===== config.mk =====
export PLATFORM = sky130hd
export DESIGN_NAME = mode_register
export DESIGN_NICKNAME = d
export VERILOG_FILES = /design/src/rtl/mode_register.sv
export SDC_FILE = /design/constraint.sdc
export NUM_CORES = 1
export LEC_CHECK = 0
export BUFFER_PORTS_ARGS = -buffer_cell sky130_fd_sc_hd__buf_2
export CAP_MARGIN = 10
export CORE_UTILIZATION = 57
export DETAILED_ROUTE_END_ITERATION = 7
export GPL_TIMING_DRIVEN = 0
export PLACE_DENSITY_LB_ADDON = 0.05
export SLEW_MARGIN = 20
export SYNTH_ARGS = -nofsm -noshare
export SYNTH_HDL_FRONTEND = slang
export SYNTH_SLANG_ARGS = --single-unit

===== constraint.sdc =====
create_clock -name clk -period 4.85 [get_ports clk]
set_input_delay 0.97 -clock clk [delete_from_list [all_inputs] [get_ports clk]]
set_output_delay 0.97 -clock clk [all_outputs]
set_load 0.005 [all_outputs]

===== src/rtl/mode_register.sv =====
`default_nettype none
// ============================================================================
// Module      : mode_register
// Description : WIDTH-bit register with a small set of operations: hold,
//               parallel load, clear, increment, decrement, shift left,
//               shift right and rotate left. It also provides registered
//               zero and carry/borrow/shift-out flags. Each operation is
//               sampled on the rising clock edge and takes one cycle.
//
// Parameters  : WIDTH    data width in bits (2..64)
//               RST_VAL  value of out while in reset, truncated to WIDTH
//
// Ports       : clk    in   rising-edge clock
//               rstn   in   asynchronous active-low reset
//               en     in   operation enable; the register holds when low
//               op     in   [2:0] operation select:
//                             000 HOLD, 001 LOAD, 010 CLR, 011 INC,
//                             100 DEC, 101 SHL, 110 SHR, 111 ROL
//               wdata  in   [WIDTH-1:0] parallel load data
//               sin    in   serial input bit for SHL/SHR
//               out    out  [WIDTH-1:0] registered value
//               zero   out  registered flag, high when out is all-zeros
//               carry  out  registered carry / borrow / shift-out flag
//
// Build macro : MODE_REG_SAT_EN  when defined, INC and DEC saturate at
//               all-ones and zero instead of wrapping. Carry is still set
//               on the saturating step. No other operation is affected.
//
// Revision    : 1.0  initial release
// ============================================================================
module mode_register #(
  parameter int          WIDTH   = 8,
  parameter logic [63:0] RST_VAL = 64'd0
) (
  input  logic             clk,
  input  logic             rstn,
  input  logic             en,
  input  logic [2:0]       op,
  input  logic [WIDTH-1:0] wdata,
  input  logic             sin,
  output logic [WIDTH-1:0] out,
  output logic             zero,
  output logic             carry
);

  localparam logic [2:0] c_OP_HOLD = 3'b000;
  localparam logic [2:0] c_OP_LOAD = 3'b001;
  localparam logic [2:0] c_OP_CLR  = 3'b010;
  localparam logic [2:0] c_OP_INC  = 3'b011;
  localparam logic [2:0] c_OP_DEC  = 3'b100;
  localparam logic [2:0] c_OP_SHL  = 3'b101;
  localparam logic [2:0] c_OP_SHR  = 3'b110;
  localparam logic [2:0] c_OP_ROL  = 3'b111;

  localparam logic [WIDTH-1:0] c_RST_VAL = RST_VAL[WIDTH-1:0];
  localparam logic [WIDTH-1:0] c_ONE     = {{(WIDTH-1){1'b0}}, 1'b1};

  logic [WIDTH-1:0] r_out;
  logic             r_zero;
  logic             r_carry;

  logic [WIDTH-1:0] w_next_out;
  logic             w_next_carry;
  logic [WIDTH-1:0] w_inc;
  logic [WIDTH-1:0] w_dec;
  logic             w_all_ones;
  logic             w_is_zero;

  assign w_inc      = r_out + c_ONE;
  assign w_dec      = r_out - c_ONE;
  assign w_all_ones = &r_out;
  assign w_is_zero  = ~|r_out;

  // Next-state decode. Carry depends only on the old value and the op,
  // never on sin.
  always_comb begin
    w_next_out   = r_out;
    w_next_carry = r_carry;
    if (en) begin
      case (op)
        c_OP_HOLD: begin
          w_next_out   = r_out;
          w_next_carry = r_carry;
        end
        c_OP_LOAD: begin
          w_next_out   = wdata;
          w_next_carry = 1'b0;
        end
        c_OP_CLR: begin
          w_next_out   = '0;
          w_next_carry = 1'b0;
        end
        c_OP_INC: begin
`ifdef MODE_REG_SAT_EN
          w_next_out   = w_all_ones ? r_out : w_inc;
`else
          w_next_out   = w_inc;
`endif
          w_next_carry = w_all_ones;
        end
        c_OP_DEC: begin
`ifdef MODE_REG_SAT_EN
          w_next_out   = w_is_zero ? r_out : w_dec;
`else
          w_next_out   = w_dec;
`endif
          w_next_carry = w_is_zero;
        end
        c_OP_SHL: begin
          w_next_out   = {r_out[WIDTH-2:0], sin};
          w_next_carry = r_out[WIDTH-1];
        end
        c_OP_SHR: begin
          w_next_out   = {sin, r_out[WIDTH-1:1]};
          w_next_carry = r_out[0];
        end
        c_OP_ROL: begin
          w_next_out   = {r_out[WIDTH-2:0], r_out[WIDTH-1]};
          w_next_carry = r_out[WIDTH-1];
        end
        default: begin
          w_next_out   = r_out;
          w_next_carry = r_carry;
        end
      endcase
    end
  end

  // The zero flag is registered from the next value. This keeps it
  // cycle-aligned with out without adding a comparator on the output path.
  always_ff @(posedge clk or negedge rstn) begin
    if (!rstn) begin
      r_out   <= c_RST_VAL;
      r_carry <= 1'b0;
      r_zero  <= (c_RST_VAL == '0);
    end else begin
      r_out   <= w_next_out;
      r_carry <= w_next_carry;
      r_zero  <= (w_next_out == '0);
    end
  end

  assign out   = r_out;
  assign zero  = r_zero;
  assign carry = r_carry;

endmodule
`default_nettype wire


==> results of run 1 <==
==> final cells by class <==
class,instances,area [µm²]
flip-flops and latches,10,251
repair buffers,24,120
well taps,25,31.3
clock buffers,4,36.3
multi-input cells,110,724
fillers,153,485
plain buffers,12,51.3
inverters,7,26.3
==> state kept, by name (all words and copies together) (netlist names) <==
name   flops
out        8
carry      1
zero       1
==> Yosys cell counts (2+ instances only) <==
| library cell | n |
|---|---|
| and3_1 | 4 |
| a211oi_1 | 5 |
| a2111oi_0 | 3 |
| nor3b_1 | 2 |
| dfrtp_1 | 9 |
| o32ai_1 | 2 |
| buf_2 | 5 |
| a221o_1 | 2 |
| a21oi_1 | 5 |
| o21ai_0 | 9 |
| a22o_1 | 5 |
| nand2b_1 | 3 |
| o311ai_0 | 2 |
| nor3_1 | 6 |
| nand3_1 | 8 |
| nor2_1 | 9 |
| o221ai_1 | 2 |
| nand3b_1 | 2 |
| nand4_1 | 2 |
| clkbuf_1 | 7 |
| inv_1 | 7 |
| xnor2_1 | 2 |
| a22oi_1 | 2 |
| nand2_1 | 9 |
| and2_1 | 6 |
==> cell families after synthesis <==
logic type      share of synthesized area
fa+ha+maj                          0.0119
buf+inv                            0.0736
xor+xnor                           0.0166
compound gates                      0.342
simple gates                        0.317
flops                               0.239
==> per-layer routing <==
layer	wire length (µm)	share of wire	track usage	up-vias
li1	-	-	-	592
met1	1290	0.43	0.405	575
met2	1370	0.46	0.522	60
met3	226	0.075	0.0320	13
met4	111	0.037	0.170	0
met5	0	0	0	-
==> cells in the final DEF, fill, tap and decap left out, types with 5 or more instances in the layout <==
cell type	n
clkbuf_1	7
nand2_1	9
a21oi_1	5
nor3_1	6
nor2_1	9
a22o_1	5
o21ai_0	9
and2_1	6
dfrtp_1	9
inv_1	7
buf_2	29
nand3_1	8
a211oi_1	5
==> power breakdown <==
| group | switching [mW] | leakage (nW) | total, mW | internal (mW) |
|---|---|---|---|---|
| combinational | 0.0806 | 0.387 | 0.142 | 0.0618 |
| clock | 0.0274 | 0.0210 | 0.0730 | 0.0455 |
| sequential | 0.0189 | 0.125 | 0.117 | 0.0977 |
| total | 0.127 | 0.533 | 0.332 | 0.205 |
==> stage by stage <==
step                std cells  worst slack (ps)   util  hold WS [ps]
floorplan                 139              1840      -           498
global placement          188              1520  0.698           489
detailed placement        188              1460  0.698           496
CTS                       192              1720  0.719           509
global route              192              1520  0.719           527
finish                    192              1670  0.719           506
==> final timing paths <==
check / startpoint / endpoint / slack [ps] / cells after the start
max in group asynchronous: rstn / zero$_DFF_PN1_ / 4060 / 1
min in group asynchronous: rstn / out[2]$_DFF_PN0_ / 540 / 1
setup reg to reg: out[1]$_DFF_PN0_ / zero$_DFF_PN1_ / 2330 / 9
hold / removal: carry$_DFFE_PN0P_ / carry$_DFFE_PN0P_ / 510 / 1
setup / recovery: op[0] / zero$_DFF_PN1_ / 1670 / 11
hold reg to reg: carry$_DFFE_PN0P_ / carry$_DFFE_PN0P_ / 510 / 1
==> critical path: cells and delay by family <==
family,cells,cell delay [ps]
AOI/OAI and AO/OA,2,580
xor gates and xnor gates,1,140
adders and majority gates,1,250
buffers and inverters,2,290
and+or+nand+nor,5,1130
==> summary.md, run 1 <==
| Metric | Value |
|---|---|
| Outcome | finished, final reports clean |
| Detailed-route wire length per cell | between 15 and 20 µm |
| Synth Warn # | 0 |
| Slowest cell on the critical path | a2111oi_0 |
| Final Max Slew Viols | 0 |
| Period minus WS final | 3180 ps |
| Leak pwr | about 0.53 nW |
| Slew @ Worst Pin | a little over 700 ps |
| Ant. Diodes | 0 |
| Initial antenna violation count | 0 |
| F_max | 314 MHz |
| Die width | 45.0 µm |
| First-pass GRT wire length | 4710 µm |
| Buffer count from post-CTS setup fixing | 0 |
| Placed Area | 1200 µm² |
| Top-area cell type share of the netlist area | 0.214 |
| H-Tree Depth | 1 |
| DRC errors left | 0 |
| Main synth FF type | dfrtp_1 |
| DIE AREA | a little over 2000 µm² |
| Io pins | 25 |
| Finished Cell Area | between 1000 and 1500 µm² |
| Antenna viol nets, final | 0 |
| Worst path required time | around 5000 ps |
| VDD IR max | 0.116 mV |
| Cts hold-fix bufs | 0 |
| Cell taking the most area after synthesis | dfrtp_1 |
| Final nets | between 150 and 200 |
| RSZ-0062 raised after global routing | no |
| Number of vias per cell | roughly 6.5 |
| TritonCTS Buffers | 3 |
| Placer Congestion | approximately 0.96 |
| Die Ht | 45.0 µm |
| Element type at the critical path start | input pin |
| Worst EP arrival | 3360 ps |
| Unique masters post-synth | 46 |
| Buffers on Ports | 24 |
| Clock sinks | 10 |
| P per Cell Area | 267 nW/µm² |
| Maxcap violations | 0 |
| Worst Skew | roughly 4.2 ps |
| Slew headroom | 0.524 |
| Total Power | 0.332 mW |
| Asr flop ratio synth | 1.00 |
| CP cell instances | buf_2, or3b_1, buf_2, xnor2_1, ha_1, nor3_1, nand3_1, a2111oi_0, a211oi_1, nor2_1, nor4b_2 |
| Most used cell, CP | buf_2 |
| Post-Synthesis Cells | roughly 140 |
| Residual overflow from global routing | 0 |
| Area delta synth->final | 17.8% |
| Seq/Total Area, Yosys | 0.239 |
| Synth Register Bits | 10 |
| Net count after synthesis | 155 |
| Crit path largest cell delay | approximately 460 ps |
| Hold Fails Final Rpt | 0 |
| Largest net degree at the start of global routing | 12 |
| Root Buffer | clkbuf_4 |
| Worst skew pair latency | ~260 ps |
| Core area | ~1700 µm² |
| Setup TNS | 0 ps |
| Layout cells sized above 1 | 0.228 |
| Post-cts gate resize count | 0 |
| Routed wire length | 2990 µm |
| Detail Placement HPWL | 2240 µm |
| Total Routing Usage GR | 0.317 |
| Worst min-delay path category | reg2reg |
| Reg clk slew, reported paths | approximately 70 ps |
| Router iterations before antenna repair | 4 |
| CP Max Fanout | 8 |
| Critical path type | in2reg |
| # setup viols final | 0 |
| Post-synth EDFFs | 0 |
| Rows | 15 |
| Avg Cell Area, Syn | 7.58 µm² |
| Max Buffers Root-to-Sink | 2 |
| Via Count | ~1200 |
| Post-Synthesis Cell Area | ~1100 µm² |
| Starting DRC count in detailed routing | 73 |
| Initial Util | 0.610 |
| CTS tree | done |
| Part of the cycle the worst path needs | 0.656 |
| Critical Path Sink Type | flop |
| Top cells by area, synth | dfrtp_1 21%, o21ai_0 4.3%, a22o_1 4.2% |
| Vias in the first global route | 1084 |
No activity file was read; power rests on OpenSTA's default activity.
==> run 2: changes to the inputs <==
--- a/config.mk
+++ b/config.mk
@@ -5,9 +5,10 @@
 export SDC_FILE = /design/constraint.sdc
 export NUM_CORES = 1
 export LEC_CHECK = 0
+export ABC_AREA = 1
 export BUFFER_PORTS_ARGS = -buffer_cell sky130_fd_sc_hd__buf_2
 export CAP_MARGIN = 10
-export CORE_UTILIZATION = 57
+export CORE_UTILIZATION = 48
 export DETAILED_ROUTE_END_ITERATION = 7
 export GPL_TIMING_DRIVEN = 0
 export PLACE_DENSITY_LB_ADDON = 0.05
==> constraint.sdc (replaced) <==
create_clock -name clk -period 2.7 [get_ports clk]
set_input_delay 0.54 -clock clk [delete_from_list [all_inputs] [get_ports clk]]
set_output_delay 0.54 -clock clk [all_outputs]
set_load 0.005 [all_outputs]
==> summary.md, run 2 <==
| Metric | Value |
|---|---|
| Routed wl met3 | 171 µm |
| Element type at the critical path start | input pin |
| Worst EP arrival | between 2000 and 2500 ps |
| Asr flop ratio synth | 1.00 |
| Cts hold-fix bufs | 0 |
| VDD IR max | 0.372 mV |
| CP Max Fanout | 9 |
| Slowest cell on the critical path | ha_1 |
| Worst Setup EP | zero$_DFF_PN1_ |
| CTS tree | done |
| Worst Hold Margin | about 130 ps |
| Worst R2R Setup Slack | approximately 750 ps |
| Total Power | around 0.61 mW |
| Filler cells | around 200 |
| CP cell instances | buf_2, nor2_4, nand3_1, nand2_1, inv_1, ha_1, nand2_1, nand3_1, o22ai_1, nand2_1, nor2_1, nand2_1, nor2_1, nand2_1, nor2_1 |
| Post-cts gate resize count | 0 |
| Router iterations before antenna repair | 5 |
| Cell taking the most area after synthesis | dfrtp_1 |
| DIE AREA | 2480 µm² |
| Part of the cycle the worst path needs | 0.807 |
| Io pins | 25 |
| Buf/Inv on CP | 2 |
| Top post-synthesis cells by count | 51 x nand2_1, 29 x inv_1, 28 x nand3_1 |
| Clock sinks | 10 |
| Worst min-delay path category | in2async |
| Detail Placement HPWL | 2260 µm |
| Most common cell in the synthesized netlist | nand2_1 |
| Wire length on met2 | around 1300 µm |
| Leak pwr | ~0.72 nW |
| Most common cell after layout, fill and taps aside | nand2_1 |
| Maxcap violations | 0 |
| Largest net degree at the start of global routing | 11 |
| Setup TNS | 0 ps |
| Reg clk slew, reported paths | 60 ps |
| Post-synth EDFFs | 0 |
| Post-Synthesis Cell Area | between 1000 and 1500 µm² |
| Highest metal used | met4 |
| Worst R2R End | zero$_DFF_PN1_ |
| Critical path type | in2reg |
| Rows | 16 |
| Detailed-route wire length per cell | between 10 and 15 µm |
| Crit path largest cell delay | approximately 270 ps |
| # setup viols final | 0 |
| Max Buffers Root-to-Sink | 2 |
| WP depth | 15 |
| Seq/Total Area, Yosys | 0.229 |
| Net count after synthesis | roughly 190 |
| Buffer count from post-CTS setup fixing | 0 |
| FF-to-FF path depth | 13 |
| Avg Cell Area, Syn | roughly 6.2 µm² |
| Max FFs per register | 8 |
| Total Routing Usage GR | 0.267 |
| F_max | 459 MHz |
| Worst reg2reg startpoint | out[1]$_DFF_PN0_ |
| DRC errors left | 0 |
| Slew @ Worst Pin | 552 ps |
| Period minus WS final | 2180 ps |
| RSZ-0062 raised after global routing | no |
| Placer Congestion | ~0.9 |
| Unique masters post-synth | 26 |
| Final Max Slew Viols | 0 |
| Synth Warn # | 0 |
| Outcome | finished, final reports clean |
| Most frequent cells in the layout | 51 x nand2_1, 29 x inv_1, 28 x nand3_1 |
| Critical Path Sink Type | flop |
| Die width | ~50 µm |
| Slew headroom | 0.630 |
| Most used cell, CP | nand2_1 |
| Number of vias per cell | between 5 and 6 |
| Die Ht | approximately 50 µm |
| Multi-input gate area | between 700 and 800 µm² |
| Critical path's top delay family | simple AND/OR/NAND/NOR gates |
| P per Cell Area | ~480 nW/µm² |
| Wire length on met1 | 1240 µm |
| Worst Skew | between 0.7 and 0.8 ps |
| Antenna viol nets, final | 0 |
| Area delta synth->final | 17.3% |
| Crit. Startpoint | op[0] |
| Starting DRC count in detailed routing | 44 |
| Top-area cell type share of the netlist area | 0.205 |
| Top cells by area, synth | dfrtp_1 21%, nand2_1 17%, nand3_1 13% |
| Final WS setup | 520 ps |
| Layout cells sized above 1 | 0.238 |
| Main synth FF type | dfrtp_1 |
| Post-Synthesis Cells | 178 |
| Register area | around 250 µm² |
| Via Count | 1255 |
| Vias in the first global route | approximately 1100 |
| Hold Fails Final Rpt | 0 |
| Root Buffer | clkbuf_4 |
| Core area | roughly 2100 µm² |
| Synth Register Bits | 10 |
| Setup WS pre-CTS | about 240 ps |
| Initial Util | 0.532 |
| H-Tree Depth | 1 |
| First-pass GRT wire length | 5170 µm |
| Worst path required time | 2900 ps |
| Residual overflow from global routing | 0 |
| Final nets | roughly 220 |
| Routed wire length | 2740 µm |
| Ant. Diodes | 0 |
| Buffers on Ports | 24 |
| Initial antenna violation count | 0 |
| TritonCTS Buffers | 3 |
| Worst skew pair latency | roughly 250 ps |
==> run 2: worst min path at each step <==
stage                        end  slack [ps]  cells after the start
4_1_cts         out[7]$_DFF_PN0_         120                      1
3_3_place_gp    out[7]$_DFF_PN0_         400                      1
5_1_grt         out[6]$_DFF_PN0_         130                      1
6_report        out[5]$_DFF_PN0_         130                      1
2_1_floorplan  carry$_DFFE_PN0P_         240                      0
3_5_place_dp    out[7]$_DFF_PN0_         410                      1
==> run 2: final cells by class <==
| cell class | count | share of cell area |
|---|---|---|
| multi-input cells | 135 | 0.546 |
| well taps | 27 | 0.0262 |
| clock buffers | 4 | 0.0282 |
| flip-flops and latches | 10 | 0.195 |
| plain buffers | 3 | 0.0233 |
| inverters | 30 | 0.0875 |
| repair buffers | 24 | 0.0933 |
==> run 2: worst register-to-register path, stage by stage (launching register included) <==
cell	delay, ps
dfrtp_1	440
nand3_1	210
nand2_1	120
inv_1	50
ha_1	270
nand2_1	80
nand3_1	60
o22ai_1	160
nand2_1	90
nor2_1	110
nand2_1	60
nor2_1	100
nand2_1	60
nor2_1	80
==> run 2: power breakdown <==
part,switching (mW),total [mW],internal (mW)
Combinational,0.173,0.276,0.103
Clock,0.0462,0.128,0.0817
Sequential,0.0346,0.208,0.173
Total,0.254,0.612,0.357
==> run 2: per-stage QoR <==
| step | cell area (µm²) | util | std cells |
|---|---|---|---|
| after floorplan | 1100 | - | 178 |
| after global placement | 1250 | 0.607 | 229 |
| after detailed placement | 1250 | 0.607 | 229 |
| after CTS | 1290 | 0.624 | 233 |
| after global routing | 1290 | 0.624 | 233 |
| final | 1290 | 0.624 | 233 |
==> run 2: logic make-up after synthesis <==
group	count (synthesis)	share of synthesized area
AO/OA/AOI/OAI	22	0.139
XOR/XNOR	1	0.00798
adder cells (fa/ha/maj)	1	0.0114
buffers and inverters	33	0.130
flip-flops	10	0.229
AND/OR/NAND/NOR	111	0.482
==> run 2: layer usage <==
| layer | track usage | vias up |
|---|---|---|
| met5 | 0 | - |
| met4 | 0.0714 | 0 |
| met3 | 0.0185 | 2 |
| met2 | 0.437 | 42 |
| met1 | 0.375 | 572 |
| li1 | - | 639 |
